--- config.mk ---
export PLATFORM = sky130hd
export DESIGN_NAME = lcd_reader
export DESIGN_NICKNAME = d
export VERILOG_FILES = /design/src/rtl/lcd_pkg.sv /design/src/rtl/lcd_timer.sv /design/src/rtl/lcd_reader.sv
export SDC_FILE = /design/constraint.sdc
export NUM_CORES = 1
export LEC_CHECK = 0
export ABC_AREA = 1
export CAP_MARGIN = 20
export CORE_ASPECT_RATIO = 1.1
export CORE_MARGIN = 1.5
export CORE_UTILIZATION = 58
export CTS_CLUSTER_DIAMETER = 60
export DETAILED_ROUTE_END_ITERATION = 7
export PLACE_DENSITY_LB_ADDON = 0.15
export SYNTH_ARGS = -nofsm -noshare
export SYNTH_HDL_FRONTEND = slang
export SYNTH_SLANG_ARGS = --single-unit
--- constraint.sdc ---
create_clock -name clk -period 2.05 [get_ports clk]
set_input_delay 0.41 -clock clk [delete_from_list [all_inputs] [get_ports clk]]
set_output_delay 0.41 -clock clk [all_outputs]
set_load 0.02 [all_outputs]
--- src/rtl/lcd_pkg.sv ---
// Shared constants and encodings for the HD44780 4-bit read and write drivers.
// Timing defaults assume a 20 ns system clock.
package lcd_pkg;

  localparam int T_AS_DEF     = 2;
  localparam int T_PW_DEF     = 12;
  localparam int T_EL_DEF     = 13;
  localparam int POLL_MAX_DEF = 5000;
  localparam int CNT_W_DEF    = 16;

  localparam logic RS_CMD  = 1'b0;
  localparam logic RS_DATA = 1'b1;

  typedef enum logic [2:0] {
    RD_IDLE  = 3'd0,
    RD_SETUP = 3'd1,
    RD_EH_HI = 3'd2,
    RD_EL_HI = 3'd3,
    RD_EH_LO = 3'd4,
    RD_EL_LO = 3'd5,
    RD_DONE  = 3'd6
  } rd_state_e;

  function automatic logic rd_bus_owned(rd_state_e s);
    return (s == RD_SETUP) || (s == RD_EH_HI) || (s == RD_EL_HI) ||
           (s == RD_EH_LO) || (s == RD_EL_LO);
  endfunction

endpackage

--- src/rtl/lcd_timer.sv ---
// Loadable down-counter with a zero flag; one instance times every phase of
// an LCD bus cycle. Loading N-1 makes the owning state last N cycles.
module lcd_timer #(
  parameter int CNT_W = 16
) (
  input  logic             clk,
  input  logic             reset_n,
  input  logic             load,
  input  logic [CNT_W-1:0] load_val,
  output logic             zero
);

  logic [CNT_W-1:0] count;

  always_ff @(posedge clk or negedge reset_n) begin
    if (!reset_n) begin
      count <= '0;
    end else if (load) begin
      count <= load_val;
    end else if (count != '0) begin
      count <= count - CNT_W'(1);
    end
  end

  assign zero = (count == '0);

endmodule

--- src/rtl/lcd_reader.sv ---
// HD44780 4-bit read engine: single BF/AC or data-RAM reads, or busy-flag
// polling with a bounded retry count. Releases DB7..DB4 while the LCD drives them.
module lcd_reader
  import lcd_pkg::*;
#(
  parameter int T_AS     = T_AS_DEF,
  parameter int T_PW     = T_PW_DEF,
  parameter int T_EL     = T_EL_DEF,
  parameter int POLL_MAX = POLL_MAX_DEF,
  parameter int CNT_W    = CNT_W_DEF
) (
  input  logic       clk,
  input  logic       reset_n,
  input  logic       start,
  input  logic       mode_poll,
  input  logic       regsel,
  output logic       ready,
  output logic       done,
  output logic [7:0] rd_data,
  output logic       timeout,
  input  logic [3:0] lcd_data_in,
  output logic       lcd_en,
  output logic       lcd_regsel,
  output logic       lcd_r1w0,
  output logic       lcd_data_oe
);

  if (T_AS < 1 || T_PW < 1 || T_EL < 1) begin : g_bad_timing
    $error("lcd_reader: T_AS, T_PW and T_EL must all be at least 1");
  end

  if (longint'(POLL_MAX) >= (longint'(1) << CNT_W) || POLL_MAX < 1) begin : g_bad_poll
    $error("lcd_reader: POLL_MAX must be in 1 .. 2**CNT_W-1");
  end

  if (longint'(T_AS) > (longint'(1) << CNT_W) ||
      longint'(T_PW) > (longint'(1) << CNT_W) ||
      longint'(T_EL) > (longint'(1) << CNT_W)) begin : g_bad_width
    $error("lcd_reader: timing parameters do not fit the CNT_W timer");
  end

  localparam logic [CNT_W-1:0] AS_LD    = CNT_W'(T_AS - 1);
  localparam logic [CNT_W-1:0] PW_LD    = CNT_W'(T_PW - 1);
  localparam logic [CNT_W-1:0] EL_LD    = CNT_W'(T_EL - 1);
  localparam logic [CNT_W-1:0] POLL_LIM = CNT_W'(POLL_MAX);

  rd_state_e        state;
  rd_state_e        next_state;
  logic             timer_load;
  logic [CNT_W-1:0] timer_val;
  logic             timer_zero;

  logic             alive;
  logic             rs_q;
  logic             poll_q;
  logic [3:0]       nib_hi;
  logic [3:0]       nib_lo;
  logic [CNT_W-1:0] poll_cnt;
  logic [CNT_W-1:0] poll_inc;
  logic             accept;
  logic             finish;

  assign poll_inc = poll_cnt + CNT_W'(1);
  assign accept   = (state == RD_IDLE) && (next_state == RD_SETUP);
  assign finish   = (state != RD_DONE) && (next_state == RD_DONE);

  lcd_timer #(
    .CNT_W (CNT_W)
  ) u_timer (
    .clk      (clk),
    .reset_n  (reset_n),
    .load     (timer_load),
    .load_val (timer_val),
    .zero     (timer_zero)
  );

  always_ff @(posedge clk or negedge reset_n) begin
    if (!reset_n) begin
      state <= RD_IDLE;
    end else begin
      state <= next_state;
    end
  end

  // Every timed state is entered with its duration minus one loaded into the timer.
  always_comb begin
    next_state = state;
    timer_load = 1'b0;
    timer_val  = '0;
    unique case (state)
      RD_IDLE: begin
        if (start && alive) begin
          next_state = RD_SETUP;
          timer_load = 1'b1;
          timer_val  = AS_LD;
        end
      end
      RD_SETUP: begin
        if (timer_zero) begin
          next_state = RD_EH_HI;
          timer_load = 1'b1;
          timer_val  = PW_LD;
        end
      end
      RD_EH_HI: begin
        if (timer_zero) begin
          next_state = RD_EL_HI;
          timer_load = 1'b1;
          timer_val  = EL_LD;
        end
      end
      RD_EL_HI: begin
        if (timer_zero) begin
          next_state = RD_EH_LO;
          timer_load = 1'b1;
          timer_val  = PW_LD;
        end
      end
      RD_EH_LO: begin
        if (timer_zero) begin
          next_state = RD_EL_LO;
          timer_load = 1'b1;
          timer_val  = EL_LD;
        end
      end
      RD_EL_LO: begin
        if (timer_zero) begin
          if (!poll_q || !nib_hi[3] || (poll_inc == POLL_LIM)) begin
            next_state = RD_DONE;
          end else begin
            next_state = RD_EH_HI;
            timer_load = 1'b1;
            timer_val  = PW_LD;
          end
        end
      end
      RD_DONE: next_state = RD_IDLE;
      default: next_state = RD_IDLE;
    endcase
  end

  always_comb begin
    ready       = 1'b0;
    done        = 1'b0;
    lcd_en      = 1'b0;
    lcd_regsel  = RS_CMD;
    lcd_r1w0    = 1'b0;
    lcd_data_oe = 1'b1;
    if (rd_bus_owned(state)) begin
      lcd_r1w0    = 1'b1;
      lcd_regsel  = rs_q;
      lcd_data_oe = 1'b0;
      lcd_en      = (state == RD_EH_HI) || (state == RD_EH_LO);
    end
    unique case (state)
      RD_IDLE: ready = alive;
      RD_DONE: done  = 1'b1;
      default: ;
    endcase
  end

  // A busy flag still set on the way into DONE can only mean the poll limit was hit.
  always_ff @(posedge clk or negedge reset_n) begin
    if (!reset_n) begin
      alive    <= 1'b0;
      rs_q     <= RS_CMD;
      poll_q   <= 1'b0;
      nib_hi   <= '0;
      nib_lo   <= '0;
      poll_cnt <= '0;
      rd_data  <= 8'h00;
      timeout  <= 1'b0;
    end else begin
      alive <= 1'b1;
      if (accept) begin
        rs_q     <= mode_poll ? RS_CMD : regsel;
        poll_q   <= mode_poll;
        poll_cnt <= '0;
      end
      if (state == RD_EH_HI && timer_zero) begin
        nib_hi <= lcd_data_in;
      end
      if (state == RD_EH_LO && timer_zero) begin
        nib_lo <= lcd_data_in;
      end
      if (state == RD_EL_LO && timer_zero && poll_q) begin
        poll_cnt <= poll_inc;
      end
      if (finish) begin
        rd_data <= {nib_hi, nib_lo};
        timeout <= poll_q & nib_hi[3];
      end
    end
  end

endmodule
==> impl_metrics.toml, run 1 <==
[clocking]
cts-hold-fix-buffers = 0
cts_sinks = 55
insertion_delay_ns = 0.31
cts_buffers = 5
cts_tree = "yes"
clk_pin_slew_ns = 0.10
htreeDepth = 2
cts_buffer_depth = 2
ctsRootBufferMaster = "clkbuf_8"

[layout]
multiInputGateArea_um2 = 1670
fin_nets = 473
seqCellArea_um2 = 1380
num_antenna_cells = 0
drive_gt1_share_pct = 30.7
fill_cells = 299
syn2layout_area_growth_pct = 38.0

[detailed_routing]
num_vias = 2772
vias_per_cell = 5.32
dr.pass1.iters = 4
drc = 0
drtIter0Drc = 175
wl_um = 7270
wl_per_cell_um = 14.0
ant_nets = 0

[floorplanning]
start_util_pct = 59.7
ios = 24
num_rows = 27
dieWidth_um = 71.1
dieArea_um2 = 5550
core_area_um2 = 4970
die-height_um = 78.0

[sta]
setup_slack_ns = -0.0955
tns_ns = -0.799
setup_viol = 21
timing.fmax_mhz = 466
slew_violations = 0
finalHoldViolations = 0
period_needed_ns = 2.15
fin_crit_sh_pct = 105
worst_clock_skew_ns = 0.00618
rsz0062_at_grt = "true"

[setup_path]
r2r_end = "rd_data[2]"
arrival_ns = 2.35
reg2reg_depth = 16
r2r_setup_slack_ns = -0.1
path_class = "reg -> reg"
worst_setup_path_end_kind = "register"
r2r_start = "poll_cnt[0]"
crit_fanout = 5
cp-start-kind = "register"
cp.required_ns = 2.26

[yosys]
synth_area_leaders = "dfrtp_1, nand2_1, nor2_1, inv_1, nand3_1"
async_flop_share_pct = 100
ys_top_cells_by_count = "nand2_1, dfrtp_1, nor2_1"
synth.net_count = 393
yosys.area.top_type_share_pct = 46.5
avgSynthCellArea_um2 = 7.76
synth_most_common_cell = "nand2_1"
synth-seq-area-share_pct = 46.5
synth_area_um2 = 2960
yosysWarnings = 0
syn_inst = 382
synth_edf_count = 0
synth_top_flop_cell = "dfrtp_1"
synth_cell_types = 34
ys_seq_elements = 55
yosysTopAreaCell = "dfrtp_1"

[global_route]
antenna_found_initial = 0
grt-ovfl-total = 0
grt_pass1_wl_um = 10900
grt_max_degree = 27
grt_usage_pct = 24.7
grt_pass1_vias = 2537

[power_and_ir_drop]
power_density_nw_per_um2 = 457
p_leak_nw = 2.12
ir_drop_v = 0.000515
totalPowerFinal_mw = 1.87

[placed_design]
place_congestion = 0.889
post-dp-hpwl_um = 4950
dp_slack_ns = -0.00336
portBuffers = 23

[flow_run]
cap_violations = 0

[min_path]
hp-class = "in -> async"

[run_status]
status = "finished, violations left"
violations = "negative setup slack"
==> critical path: stages (launching register included) <==
cell and delay, ns:
dfrtp_1 0.42, ha_4 0.19, nand3_4 0.09, buf_4 0.15, o21ai_0 0.21, nand2_1 0.13
nand2_1 0.10, nor2_2 0.04, nand2_1 0.06, nor2_1 0.05, nand2_2 0.09, nand2_2 0.06
nand2_2 0.09, nand2_4 0.08, buf_4 0.15, nand3_1 0.07, nand2_1 0.06
==> how the worst max path moves through the flow <==
stage / from / endpoint / slack, ns / depth (start not counted)
6_report: poll_cnt[0] / rd_data[2] / -0.1 / 16
3_5_place_dp: state[1] / lcd_regsel / -0.003 / 10
3_3_place_gp: poll_cnt[0] / u_timer.count[10] / 0.04 / 13
4_1_cts: poll_cnt[0] / u_timer.count[10] / 0.006 / 13
2_1_floorplan: state[0] / u_timer.count[11] / 0.03 / 9
5_1_grt: poll_cnt[1] / rd_data[2] / -0.17 / 14
==> repair_timing <==
action,CTS,global route
setup buffers,1,9
pin swaps,6,36
gates resized for setup,11,89
cloned,0,1
setup endpoints to repair,9,32
==> sequential cells by signal, indices dropped and copies added (netlist names) <==
register       cells
rs_q               1
alive              1
rd_data            8
timeout            1
poll_q             1
state              3
poll_cnt          16
nib_hi             4
u_timer.count     16
nib_lo             4
==> layer usage <==
metal	up-vias	share of wire [%]	track usage, %
li1	1379	-	-
met1	1307	40	30.4
met2	68	54	43.3
met3	18	3.5	4.03
met4	0	2.1	8.68
met5	-	0	0
==> cell usage in the layout (no fill, tap or decap), types with 3 or more instances in the layout <==
cell | netlist | final
nor2_1 | 50 | 32
nand3_2 | 2 | 8
o21ai_0 | 21 | 20
nand4_1 | 8 | 8
buf_4 | 1 | 43
nand2_1 | 106 | 96
a21oi_2 | 1 | 3
clkbuf_2 | 0 | 3
nor2_2 | 3 | 11
clkdlybuf4s50_1 | 0 | 16
o22ai_1 | 8 | 8
buf_12 | 0 | 3
clkbuf_8 | 0 | 5
xor2_2 | 0 | 4
buf_6 | 1 | 8
xor2_1 | 12 | 8
inv_1 | 46 | 44
dfrtp_1 | 55 | 53
nand3_4 | 0 | 4
nand3_1 | 27 | 17
nand2_4 | 1 | 5
nand2_2 | 5 | 12
nor3_1 | 8 | 6
nor2_4 | 4 | 14
==> power by group <==
part	internal, mW	switching (mW)	leakage, nW
Clock	0.368	0.359	0.0548
Combinational	0.0199	0.0297	1.42
Sequential	1.09	0.00334	0.641
==> cells by family after synthesis <==
kind of cell	share of synthesized area [%]
XOR/XNOR	4.14
flip-flops	46.5
other	0.127
buffers and inverters	7.09
AND/OR/NAND/NOR	33.6
AO/OA/AOI/OAI	7.73
adder cells (fa/ha/maj)	0.844
==> layout make-up <==
cell class                      instances  share of cell area, %
Clock buffer                            5                   1.68
Clock inverter                          3                   1.13
Inverter                               48                   4.47
Multi-Input combinational cell        276                   40.8
Sequential cell                        55                   33.7
Tap cell                               58                   1.77
Timing Repair Buffer                   76                   16.4
==> stage by stage <==
step	instances	utilization, %	hold WS, ns	cell area [um2]
6_report	521	82.3	0.0410	4090
5_1_grt	521	82.3	0.0648	4090
4_1_cts	511	74.4	0.0484	3700
3_5_place_dp	502	72.1	0.385	3580
3_3_place_gp	502	72.1	0.383	3580
2_1_floorplan	382	-	0.114	2960
Power figures use the tool's default switching activity.
==> run 2, diff against run 1 <==
--- a/config.mk
+++ b/config.mk
@@ -6,7 +6,7 @@
 export NUM_CORES = 1
 export LEC_CHECK = 0
 export ABC_AREA = 1
-export CAP_MARGIN = 20
+export CAP_MARGIN = 10
 export CORE_ASPECT_RATIO = 1.1
 export CORE_MARGIN = 1.5
 export CORE_UTILIZATION = 58
==> results of run 2 <==
Final layout, timing and power as in run 1 (identical DEF).
==> run 3, diff against run 2 <==
--- a/config.mk
+++ b/config.mk
@@ -13,6 +13,7 @@
 export CTS_CLUSTER_DIAMETER = 60
 export DETAILED_ROUTE_END_ITERATION = 7
 export PLACE_DENSITY_LB_ADDON = 0.15
+export SETUP_SLACK_MARGIN = 0.4
 export SYNTH_ARGS = -nofsm -noshare
 export SYNTH_HDL_FRONTEND = slang
 export SYNTH_SLANG_ARGS = --single-unit
==> impl_metrics.toml, run 3 (synthesized netlist as in run 1, its figures left out) <==
[placed_design]
portBuffers = 23
place_congestion = 0.949
post-dp-hpwl_um = 4980
dp_slack_ns = -0.0285

[detailed_routing]
wl_um = 11000
drtIter0Drc = 388
drc = 0
top_layer = "met4"
wl_met3_um = 836
num_vias = 3291
dr.pass1.iters = 7
vias_per_cell = 6.07
wl_per_cell_um = 20.2
wl_met1_um = 3990
met2_length_um = 5660
ant_nets = 0

[clocking]
clk_pin_slew_ns = 0.11
cts_buffers = 5
htreeDepth = 2
cts_buffer_depth = 2
ctsRootBufferMaster = "clkbuf_8"
cts_sinks = 55
cts_tree = "yes"
cts-hold-fix-buffers = 0
insertion_delay_ns = 0.33

[layout]
reg_top3 = "poll_cnt (16), u_timer.count (16), rd_data (8)"
fill_cells = 169
fin_nets = 494
utilization_pct = 91.7
drive_gt1_share_pct = 43.0
syn2layout_area_growth_pct = 53.8
final_common_cell = "nand2_1"
final_cell_mix = "nand2_1, dfrtp_1, buf_4, inv_1, nor2_1"
num_antenna_cells = 0

[setup_path]
arrival_ns = 2.47
worst_setup_path_end_kind = "register"
cpMaxStageDelayCell = "dfrtp_2"
cp.required_ns = 2.27
crit_fanout = 6
cp_slowest_stage_delay_ns = 0.43
cp-start-kind = "register"
cpMostUsedCell = "nand2_1"
path_class = "reg -> reg"
path_cells = "buf_6 > nand2_4 > nor2_4 > nand3_2 > nor2_2 > xor2_1 > nor2_1 > nand2_1 > nand2_1 > nand2_2 > nand2_4 > buf_6 > nand3_1 > nand2_1"

[sta]
worst_clock_skew_ns = 0.0172
finalHoldViolations = 0
slew_violations = 0
rsz0062_at_grt = "true"
fin_crit_sh_pct = 110
tns_ns = -2.85
slew_headroom_pct = 63.9
worstMarginPinSlew_ns = 0.542
timing.fmax_mhz = 444
setup_viol = 26
setup_slack_ns = -0.204
period_needed_ns = 2.25

[floorplanning]
ios = 24
start_util_pct = 59.7
die-height_um = 78.0
dieWidth_um = 71.1
num_rows = 27
core_area_um2 = 4970
dieArea_um2 = 5550

[global_route]
grt_usage_pct = 29.5
grt_pass1_wl_um = 12900
grt_pass1_vias = 2848
antenna_found_initial = 0
grt-ovfl-total = 0
grt_max_degree = 36

[power_and_ir_drop]
totalPowerFinal_mw = 1.79
ir_drop_v = 0.000597
power_density_nw_per_um2 = 393
p_leak_nw = 2.31

[min_path]
hp-class = "in -> async"

[run_status]
status = "finished, violations left"
violations = "negative setup slack"

[flow_run]
cap_violations = 0
-- run 3: cell types whose count changed in the layout (fill, tap and decap cells not counted), moves of 9 or more --
cell / previous run / this run
buf_6: 8 / 25
o21ai_0: 20 / 6
nand2_1: 96 / 85
clkdlybuf4s50_1: 16 / 7
-- run 3: critical path: cells and delay by family (launching register included) --
family,cells,cell delay (ns)
flip-flops,1,0.43
buffers and inverters,2,0.28
XOR/XNOR,1,0.27
AND/OR/NAND/NOR,11,1.16
-- run 3: final cells by class --
| type | count | area (um2) | share of cell area, % |
|---|---|---|---|
| multi-input combinational | 276 | 1920 | 42.1 |
| sequential | 55 | 1380 | 30.3 |
| timing repair buffer | 97 | 911 | 20.0 |
| inverter | 48 | 185 | 4.06 |
| clock buffer | 6 | 72.6 | 1.59 |
| tap | 58 | 72.6 | 1.59 |
| clock inverter | 2 | 16.3 | 0.357 |
-- run 3: metrics by stage --
step,cell area (um2),hold WS [ns],cells
final,4560,0.0406,542
after global routing,4560,0.0666,542
after CTS,3930,0.0680,518
after detailed placement,3580,0.413,494
after global placement,3580,0.406,494
after floorplan,3020,0.114,382
-- run 3: power breakdown --
| part | switching, mW | internal, mW |
|---|---|---|
| registers | 0.00391 | 1.09 |
| logic | 0.0316 | 0.0190 |
| clock network | 0.402 | 0.247 |
-- run 3: path summary, 6_finish.rpt --
check	startpoint	slack (ns)	depth (start not counted)	to
worst min-delay path	reset_n	0.04	1	rs_q
min in group clk	rd_data[1]	0.48	2	rd_data[1]
worst max register to register	poll_cnt[1]	-0.20	14	rd_data[0]
worst max-delay path	poll_cnt[1]	-0.20	14	rd_data[0]
max in group asynchronous	reset_n	1.41	2	poll_cnt[1]
worst min register to register	rd_data[1]	0.48	2	rd_data[1]
-- run 3: metal layers --
| metal | global-route usage (%) | up-vias |
|---|---|---|
| li1 | - | 1419 |
| met1 | 35.7 | 1604 |
| met2 | 52.0 | 216 |
| met3 | 4.94 | 52 |
| met4 | 10.9 | 0 |
| met5 | 0 | - |
-- run 3: repair_timing --
item,in CTS,in global routing
pin swaps,11,30
buffers inserted,15,22
endpoints found under the setup margin,66,60
gates resized for setup,90,114
cloned,1,2
